<file path="src/rtl/mod_final_reduce_if.sv">
// Operand/result handshake bundle for the final-reduction stage.
// master drives operands and consumes results; slave is the reducer.
interface mod_final_reduce_if #(
    parameter int unsigned IN_W   = 7,
    parameter int unsigned OUT_W  = 5,
    parameter int unsigned QUOT_W = 3
);
    logic [IN_W-1:0]   in_data;
    logic              in_valid;
    logic              in_ready;
    logic [OUT_W-1:0]  out_res;
    logic [QUOT_W-1:0] out_quot;
    logic              out_valid;
    logic              out_ready;

    modport master (
        output in_data, in_valid, out_ready,
        input  in_ready, out_res, out_quot, out_valid
    );

    modport slave (
        input  in_data, in_valid, out_ready,
        output in_ready, out_res, out_quot, out_valid
    );
endinterface

</file>
<file path="src/rtl/mod_final_reduce.sv">
// Final correction after group folding: subtracts MOD once per clock until the
// value is below MOD, then presents the residue and subtraction count.
module mod_final_reduce #(
    parameter int unsigned MOD    = 21,
    parameter int unsigned IN_W   = 7,
    parameter int unsigned OUT_W  = 5,
    parameter int unsigned QUOT_W = 3
) (
    input  logic              clk,
    input  logic              rst_n,
    mod_final_reduce_if.slave bus
);
    localparam logic [IN_W-1:0] MOD_V = IN_W'(MOD);

    typedef enum logic [1:0] {
        IDLE   = 2'd0,
        REDUCE = 2'd1,
        DONE   = 2'd2
    } state_t;

    state_t            state_q, state_d;
    logic [IN_W-1:0]   acc_q, acc_d;
    logic [QUOT_W-1:0] cnt_q, cnt_d;
    logic              in_ready_q, in_ready_d;
    logic              out_valid_q, out_valid_d;
    logic [OUT_W-1:0]  out_res_q, out_res_d;
    logic [QUOT_W-1:0] out_quot_q, out_quot_d;

    // State and datapath registers; reset clears any operand in flight.
    always_ff @(posedge clk or negedge rst_n) begin
        if (!rst_n) begin
            state_q     <= IDLE;
            acc_q       <= '0;
            cnt_q       <= '0;
            in_ready_q  <= 1'b1;
            out_valid_q <= 1'b0;
            out_res_q   <= '0;
            out_quot_q  <= '0;
        end else begin
            state_q     <= state_d;
            acc_q       <= acc_d;
            cnt_q       <= cnt_d;
            in_ready_q  <= in_ready_d;
            out_valid_q <= out_valid_d;
            out_res_q   <= out_res_d;
            out_quot_q  <= out_quot_d;
        end
    end

    // Next-state and next-output logic.
    always_comb begin
        state_d     = state_q;
        acc_d       = acc_q;
        cnt_d       = cnt_q;
        in_ready_d  = in_ready_q;
        out_valid_d = out_valid_q;
        out_res_d   = out_res_q;
        out_quot_d  = out_quot_q;

        case (state_q)
            IDLE: begin
                in_ready_d = 1'b1;
                if (bus.in_valid && in_ready_q) begin
                    acc_d      = bus.in_data;
                    cnt_d      = '0;
                    in_ready_d = 1'b0;
                    state_d    = REDUCE;
                end
            end
            REDUCE: begin
                in_ready_d = 1'b0;
                if (acc_q >= MOD_V) begin
                    acc_d = acc_q - MOD_V;
                    cnt_d = cnt_q + QUOT_W'(1);
                end else begin
                    out_res_d   = acc_q[OUT_W-1:0];
                    out_quot_d  = cnt_q;
                    out_valid_d = 1'b1;
                    state_d     = DONE;
                end
            end
            DONE: begin
                // Result held until consumed; next operand waits one more edge.
                in_ready_d = 1'b0;
                if (out_valid_q && bus.out_ready) begin
                    out_valid_d = 1'b0;
                    in_ready_d  = 1'b1;
                    state_d     = IDLE;
                end
            end
            default: begin
                state_d     = IDLE;
                in_ready_d  = 1'b1;
                out_valid_d = 1'b0;
            end
        endcase
    end

    assign bus.in_ready  = in_ready_q;
    assign bus.out_valid = out_valid_q;
    assign bus.out_res   = out_res_q;
    assign bus.out_quot  = out_quot_q;
endmodule
</file>
<file path="src/flat_wrapper.sv">
// flat-port wrapper written by rule: the top's interface ports become plain ports
module mod_final_reduce_flat 
#(
    parameter int unsigned MOD    = 21,
    parameter int unsigned IN_W   = 7,
    parameter int unsigned OUT_W  = 5,
    parameter int unsigned QUOT_W = 3
)
  (clk, rst_n, bus_in_data, bus_in_valid, bus_out_ready, bus_in_ready, bus_out_res, bus_out_quot, bus_out_valid);
  mod_final_reduce_if #(.IN_W(IN_W), .OUT_W(OUT_W), .QUOT_W(QUOT_W)) bus_i ();
  input  logic clk;
  input  logic rst_n;
  input wire logic [$bits(bus_i.in_data)-1:0] bus_in_data;
  input wire logic [$bits(bus_i.in_valid)-1:0] bus_in_valid;
  input wire logic [$bits(bus_i.out_ready)-1:0] bus_out_ready;
  output wire logic [$bits(bus_i.in_ready)-1:0] bus_in_ready;
  output wire logic [$bits(bus_i.out_res)-1:0] bus_out_res;
  output wire logic [$bits(bus_i.out_quot)-1:0] bus_out_quot;
  output wire logic [$bits(bus_i.out_valid)-1:0] bus_out_valid;
  assign bus_i.in_data = bus_in_data;
  assign bus_i.in_valid = bus_in_valid;
  assign bus_i.out_ready = bus_out_ready;
  assign bus_in_ready = bus_i.in_ready;
  assign bus_out_res = bus_i.out_res;
  assign bus_out_quot = bus_i.out_quot;
  assign bus_out_valid = bus_i.out_valid;
  mod_final_reduce #(.MOD(MOD), .IN_W(IN_W), .OUT_W(OUT_W), .QUOT_W(QUOT_W)) u_core (.clk(clk), .rst_n(rst_n), .bus(bus_i));
endmodule
</file>
<file path="config.mk">
export PLATFORM = sky130hd
export DESIGN_NAME = mod_final_reduce_flat
export DESIGN_NICKNAME = d
export VERILOG_FILES = /design/src/rtl/mod_final_reduce_if.sv /design/src/rtl/mod_final_reduce.sv /design/src/flat_wrapper.sv
export SDC_FILE = /design/constraint.sdc
export NUM_CORES = 1
export LEC_CHECK = 0
export ABC_CLOCK_PERIOD_IN_PS = 2170
export CAP_MARGIN = 20
export CORE_MARGIN = 4
export CORE_UTILIZATION = 40
export CTS_BUF_LIST = sky130_fd_sc_hd__clkbuf_2
export DETAILED_ROUTE_END_ITERATION = 8
export PLACE_DENSITY_LB_ADDON = 0.12
export SYNTH_ARGS = -nofsm -noshare
export SYNTH_HDL_FRONTEND = slang
export SYNTH_SLANG_ARGS = --single-unit
</file>
<file path="constraint.sdc">
create_clock -name clk -period 2.17 [get_ports clk]
set_input_delay 0.217 -clock clk [delete_from_list [all_inputs] [get_ports clk]]
set_output_delay 0.217 -clock clk [all_outputs]
set_load 0.01 [all_outputs]
</file>
==> results by group, run 1 <==
Place
  – Routability cong.: 0.734
  – Port Buf Inserts: 20
  – Placed Area: 0.00135 mm2
  – Hpwl dp: ~1700 um

Finish
  – Final layout net count: roughly 140
  – Ant diodes: 0
  – Area delta synth->final: 25.8%
  – Post-route cell area: 0.00139 mm2
  – Filler Cells Inserted: 234
  – Layout cells sized above 1: 18.5%

Global route
  – Vias in the first global route: 851
  – Gr usage total: 14.6%
  – Congestion Overflow GR: 0
  – Initial antenna violation count: 0
  – Global-route wire length before repair: slightly below 4000 um
  – Pin count of the biggest net entering global routing: 23

STA
  – Fin crit period: around 2.0 ns
  – Layout Skew: 0.0133 ns
  – Fmax: 503 MHz
  – Worst-Margin Slew: 0.629 ns
  – Fin. Hold Viols: 0
  – Max-slew violations: 0
  – Part of the cycle the worst path needs: between 90% and 100%
  – RSZ-0062 raised after global routing: no
  – TNS Setup: 0 ns
  – Final setup fails: 0
  – Slew HR: 58.1%

Logic synthesis
  – Mapped cell area: between 0.001 and 0.0015 mm2
  – Synth area leaders: dfrtp_1 48%, mux2_2 8.2%, o21ai_0 5.4%, ha_1 3.4%, nor2_1 3.4%
  – Most frequent cells after synthesis: 21 x dfrtp_1, 12 x o21ai_0, 10 x nor2_1
  – Synth Area in XOR/XNOR: 0%
  – Simple-gate share of the synthesized area: 10.4%
  – Sequential-to-total area share from yosys stat: 49.9%
  – Area share of the largest cell type after synthesis: 47.6%
  – Post-synth EDFFs: 0
  – Post-synth top area cell: dfrtp_1
  – Most frequent cell after synthesis: dfrtp_1
  – Synthesis Warnings: 0
  – Adder-cell share of the synthesized area: 3.40%
  – Ys flop type: dfrtp_1
  – Cells after Synth: 100
  – Post-synth ARST share: 100%
  – Yosys reg bits: 22
  – Largest family of logic cells by synthesized area: compound AO/OA/AOI/OAI gates
  – Post-synthesis compound-gate area fraction: 23.0%
  – Syn nets: 114
  – Syn_area_per_cell: 11.0 um2
  – Mux contribution to synthesized area: 9.06%
  – Synth cell types: 32

Min path
  – Tightest Hold Check Type: in2async

Clocking
  – Post-CTS Hold Fix Bufs: 0
  – Clk slew on worst S/H paths: between 0.2 and 0.25 ns
  – Setup bufs post-CTS: 0
  – Number of CTS-inserted buffers: 3
  – Clock Latency Late Sink: 0.35 ns
  – Cell chosen for the clock root: clkbuf_2
  – Clock Sinks: 22
  – CTS tree: built
  – Deepest clock path buffer count: 2
  – H-tree depth: 1

Floorplanning
  – Die area: 0.00367 mm2
  – # IOs: 21
  – Die span in y: 60.6 um
  – Die span in x: 60.6 um
  – Core area: about 0.0025 mm2
  – Initial Util: 43.4%
  – Row Count: 18

Routing
  – Antenna viol nets, final: 0
  – Initial drt markers: 21
  – DRC: 0
  – Drt wl/cell: around 15 um
  – Via/cell ratio: 5.44
  – Via count: 838
  – First-pass DRT Iterations: 4
  – Final WL: 2300 um

Job
  – Max-cap violations: 0

Pwr
  – Max IR drop VDD: ~1100 uV
  – Internal power: 1.32 mW
  – Pwr dens: approximately 1600 mW/mm2
  – Comb pwr share: 52.6%
  – Switching power: approximately 0.9 mW
  – Leakage: 0.604 nW
  – Seq pwr share: 34.1%
  – Switching part of the total: 40.5%
  – Power share of the clock group: 13.3%

Worst setup path
  – CP arrival: roughly 2.3 ns
  – WP data required: between 2 and 2.5 ns
  – Crit end category: register
  – Worst-path maximum fanout: 15
  – FF-to-FF path depth: 7
  – Crit path launch type: register
  – Type of the worst setup path: reg2reg

Outcome
  – Status: finished, final reports clean
flip-flops by register name, indices dropped and copies added (netlist names):
register / cells
u_core.state_q: 2
u_core.cnt_q: 3
u_core.bus.out_quot: 3
u_core.acc_q: 7
u_core.bus.out_res: 5
u_core.bus.out_valid: 1
u_core.bus.in_ready: 1
logic make-up (layout without fill, tap and decap cells):
group | Yosys count | in the layout
AO/OA/AOI/OAI | 34 | 34
adder cells (fa/ha/maj) | 3 | 3
buffers and inverters | 10 | 34
flip-flops | 22 | 22
multiplexers | 9 | 9
AND/OR/NAND/NOR | 22 | 22
worst max-delay path: stages (launching register included):
cell      delay, ns
dfrtp_1        0.45
inv_1          0.17
ha_1           0.24
nand2b_4       0.07
a311oi_4       0.42
o31ai_4        0.20
o31a_1         0.33
o21ai_1        0.07
metrics by stage:
stage	power [mW]	worst slack [ns]	instances	util, %	hold WS [ns]
final	2.22	0.181	154	54.6	0.169
after global routing	2.41	0.0185	154	54.6	0.160
after CTS	2.23	0.137	154	54.6	0.176
after detailed placement	1.94	0.183	150	52.9	0.494
after global placement	1.91	0.205	150	52.9	0.493
after floorplan	1.57	0.374	100	-	-0.0786
placed cells by master, fill, tap and decap left out, types with 2 or more instances in the layout:
master	instances
dfrtp_1	21
clkdlybuf4s50_1	20
o21ai_0	12
nor2_1	10
mux2_2	8
inv_1	7
a21oi_1	7
nand2_1	4
ha_1	3
clkbuf_2	3
buf_4	3
nand3_1	2
a22oi_1	2
nor3_1	2
a2bb2oi_1	2
power groups by stage:
| stage | combinational (mW) | clock, mW | sequential (mW) |
|---|---|---|---|
| floorplan | 0.781 | 0 | 0.787 |
| global placement | 1.14 | 0 | 0.767 |
| detailed placement | 1.18 | 0 | 0.767 |
| CTS | 1.18 | 0.299 | 0.757 |
| global route | 1.30 | 0.318 | 0.793 |
| finish | 1.17 | 0.295 | 0.757 |
layout make-up:
cell class / instances / area, um2 / share of cell area (%)
multi-input cells: 68 / 507 / 36.5
well taps: 30 / 37.5 / 2.70
clock inverters: 1 / 30.0 / 2.16
flip-flops and latches: 22 / 552 / 39.7
clock buffers: 3 / 15.0 / 1.08
inverters: 7 / 26.3 / 1.89
repair buffers: 23 / 223 / 16.0
worst paths after layout:
path | slack [ns] | end | startpoint
hold / removal | 0.17 | u_core.bus.out_res[1] | rst_n
setup / recovery | 0.18 | u_core.acc_q[0] | u_core.acc_q[1]
setup reg to reg | 0.18 | u_core.acc_q[0] | u_core.acc_q[1]
hold reg to reg | 0.54 | u_core.bus.out_quot[0] | u_core.bus.out_quot[0]
min in group clk | 0.48 | u_core.acc_q[2] | bus_in_data[2]
max in group asynchronous | 1.71 | u_core.bus.in_ready | rst_n
metal layers:
layer / part of all wire, % / global-route usage [%]
met3: 7.3 / 5.32
met5: 0 / 0
met4: 0.69 / 4.33
met2: 44 / 22.4
met1: 48 / 19.4
what timing repair did:
item	in CTS	in global routing
resized for setup	0	0
hold endpoints to repair	0	0
endpoints found under the setup margin	0	2
(Power assumes the default switching activity.)
==> inputs of run 2 (changes only) <==
Settings changed: CORE_UTILIZATION 40 to 53, TNS_END_PERCENT set to 1.
==> run 2 against run 1 <==
  * Power shrank 1.2%
  * Design area shrank 0.81%
  * Die area down 21%
  * Clock power is 2% lower
  * Non-clock buffer count fell by 1
  * Sequential share of layout area rose by 0.32 points
  * Hold slack improved by 0.065 ns
  * Count of clock-buffer cells in the layout did not move
  * Setup slack got worse by 0.047 ns
  * Final cell count shrank 2.6%
  * Critical path depth did not move
  * Critical path type unchanged
==> results by group, run 2 (synthesis gave the netlist of run 1 again) <==
Outcome
  – Status: finished, final reports clean

Clocking
  – Number of CTS-inserted buffers: 3 (unchanged)
  – Clk slew on worst S/H paths: 0.22 ns (about the same)
  – Cell chosen for the clock root: clkbuf_2
  – Setup bufs post-CTS: 0 (unchanged)
  – Deepest clock path buffer count: 2 (unchanged)
  – CTS tree: built
  – H-tree depth: 1 (unchanged)
  – Clock Latency Late Sink: 0.32 ns (-0.03 ns)
  – Post-CTS Resized: 0 (unchanged)
  – Clock Sinks: 22 (unchanged)
  – Post-CTS Hold Fix Bufs: 0 (unchanged)

Finish
  – Commonest non-fill, non-tap cell in the layout: dfrtp_1
  – Post-route cell area: 0.00138 mm2 (-0.81%)
  – Filler Cells Inserted: 180 (-23%)
  – Area used by multi-input combinational logic: 507 um2 (unchanged)
  – Largest reg by FF count: u_core.acc_q
  – Max reg flops: 7 (unchanged)
  – Commonest cells after routing, fill and taps aside: 21 x dfrtp_1, 20 x clkdlybuf4s50_1, 12 x o21ai_0, 10 x nor2_1, 8 x mux2_2
  – Layout cells sized above 1: 17.9% (-0.66 points)
  – Final layout net count: 138 (-0.72%)
  – Area delta synth->final: 24.8%
  – Register Area: 552 um2 (unchanged)
  – Ant diodes: 0 (unchanged)
  – Finished Core Util: 70.3% (+16 points)
  – Final cell count without fillers: 150 (-2.6%)

Pwr
  – Leakage: 0.599 nW (-0.80%)
  – Pwr dens: 1590 mW/mm2 (-0.34%)
  – Max IR drop VDD: 785 uV (-26%)

Floorplanning
  – Row Count: 16 (-2)
  – Die span in x: 53.7 um (-11%)
  – Die span in y: 53.7 um (-11%)
  – # IOs: 21 (unchanged)
  – Core area: 0.00196 mm2 (-23%)
  – Die area: 0.00288 mm2 (-21%)
  – Initial Util: 56.3% (+13 points)

Routing
  – Final WL: 2230 um (-3.3%)
  – First-pass DRT Iterations: 4 (unchanged)
  – Routed wl met3: 96 um (-43%)
  – Met1 wire length: 1120 um (+1.9%)
  – Via/cell ratio: 5.63 (+3.4%)
  – Initial drt markers: 9 (-57%)
  – Via count: 844 (+0.72%)
  – WL met2: 1000 um (-2.0%)
  – Antenna viol nets, final: 0 (unchanged)
  – DRC: 0 (unchanged)
  – Top routing layer in use: met4
  – Drt wl/cell: 14.9 um (-0.68%)

STA
  – Worst-Margin Slew: 0.629 ns (+0.000591 ns)
  – Part of the cycle the worst path needs: 93.8% (+2.2 points)
  – Slew HR: 58.0% (about the same)
  – Layout Skew: 0.00102 ns (-0.0123 ns)
  – Max-slew violations: 0 (unchanged)
  – Fin crit period: 2.04 ns (+0.0474 ns)
  – Fmax: 491 MHz (-2.3%)
  – Final setup fails: 0 (unchanged)
  – RSZ-0062 raised after global routing: no
  – TNS Setup: 0 ns (unchanged)
  – Fin. Hold Viols: 0 (unchanged)

Worst setup path
  – Worst path most repeated cell: inv_1
  – WP data required: 2.44 ns (-0.03 ns)
  – Buf+Inv Stages, Crit Path: 2 (+1)
  – Type of the worst setup path: reg2reg
  – CP max stage delay: 0.60 ns (+0.15 ns)
  – Worst-path maximum fanout: 15 (unchanged)
  – Critical-path cell list: inv_1 > ha_1 > nand2b_4 > a311oi_4 > o31ai_4 > inv_1 > a2bb2oi_1
  – Worst path slowest cell: o31ai_4
  – Crit path max-delay family: compound AO/OA/AOI/OAI gates
  – Reg2reg setup slack: 0.13 ns (-0.05 ns)
  – Crit path launch type: register
  – CP arrival: 2.31 ns (+0.02 ns)
  – Crit end category: register

Global route
  – Gr usage total: 19.0% (+4.4 points)
  – Global-route wire length before repair: 3950 um (+0.36%)
  – Pin count of the biggest net entering global routing: 16 (-30%)
  – Initial antenna violation count: 0 (unchanged)
  – Congestion Overflow GR: 0 (unchanged)
  – Vias in the first global route: 851 (unchanged)

Place
  – Routability cong.: 0.803 (+9.4%)
  – Placed insts: 146 (-2.7%)
  – Hpwl dp: 1630 um (-1.1%)
  – Port Buf Inserts: 20 (unchanged)
  – Placed Area: 0.00133 mm2 (-0.84%)

Job
  – Max-cap violations: 0 (unchanged)

Min path
  – Tightest Hold Check Type: in2async
-- run 2: cell count changes in the layout (fill, tap and decap cells not counted) --
cell / previous run / this run
buf_4: 3 / 2
-- run 2: worst paths after layout --
check                      cells past startpoint               endpoint                   from
max                                            7        u_core.acc_q[2]        u_core.acc_q[1]
min                                            1        u_core.acc_q[4]                  rst_n
max reg2reg                                    7        u_core.acc_q[2]        u_core.acc_q[1]
min reg2reg                                    1  u_core.bus.out_res[1]  u_core.bus.out_res[1]
max in group asynchronous                      2        u_core.acc_q[2]                  rst_n
min in group clk                               3        u_core.acc_q[4]         bus_in_data[4]
-- run 2: per-layer routing --
layer	vias up	global-route usage (%)
met3	2	3.32
met5	-	0
li1	411	-
met2	15	29.6
met1	416	26.1
met4	0	7.66
-- run 2: metrics by stage --
| step | power [mW] | setup WS [ns] | hold slack, ns |
|---|---|---|---|
| 6_report | 2.19 | 0.134 | 0.234 |
| 2_1_floorplan | 1.57 | 0.374 | -0.0786 |
| 3_3_place_gp | 1.88 | 0.261 | 0.492 |
| 5_1_grt | 2.38 | 0.0304 | 0.243 |
| 3_5_place_dp | 1.92 | 0.208 | 0.499 |
| 4_1_cts | 2.21 | 0.156 | 0.245 |
-- run 2: final cells by class --
| cell class | count | share of cell area, % |
|---|---|---|
| Clock buffer | 3 | 1.09 |
| Clock inverter | 1 | 2.18 |
| Inverter | 7 | 1.91 |
| Multi-Input combinational cell | 68 | 36.8 |
| Sequential cell | 22 | 40.0 |
| Tap cell | 27 | 2.45 |
| Timing Repair Buffer | 22 | 15.6 |
-- run 2: report_power, final --
part	internal (mW)	leakage [nW]	switching, mW
Combinational	0.542	0.304	0.579
Clock	0.159	0.0266	0.129
Sequential	0.606	0.269	0.178
Total	1.31	0.599	0.885
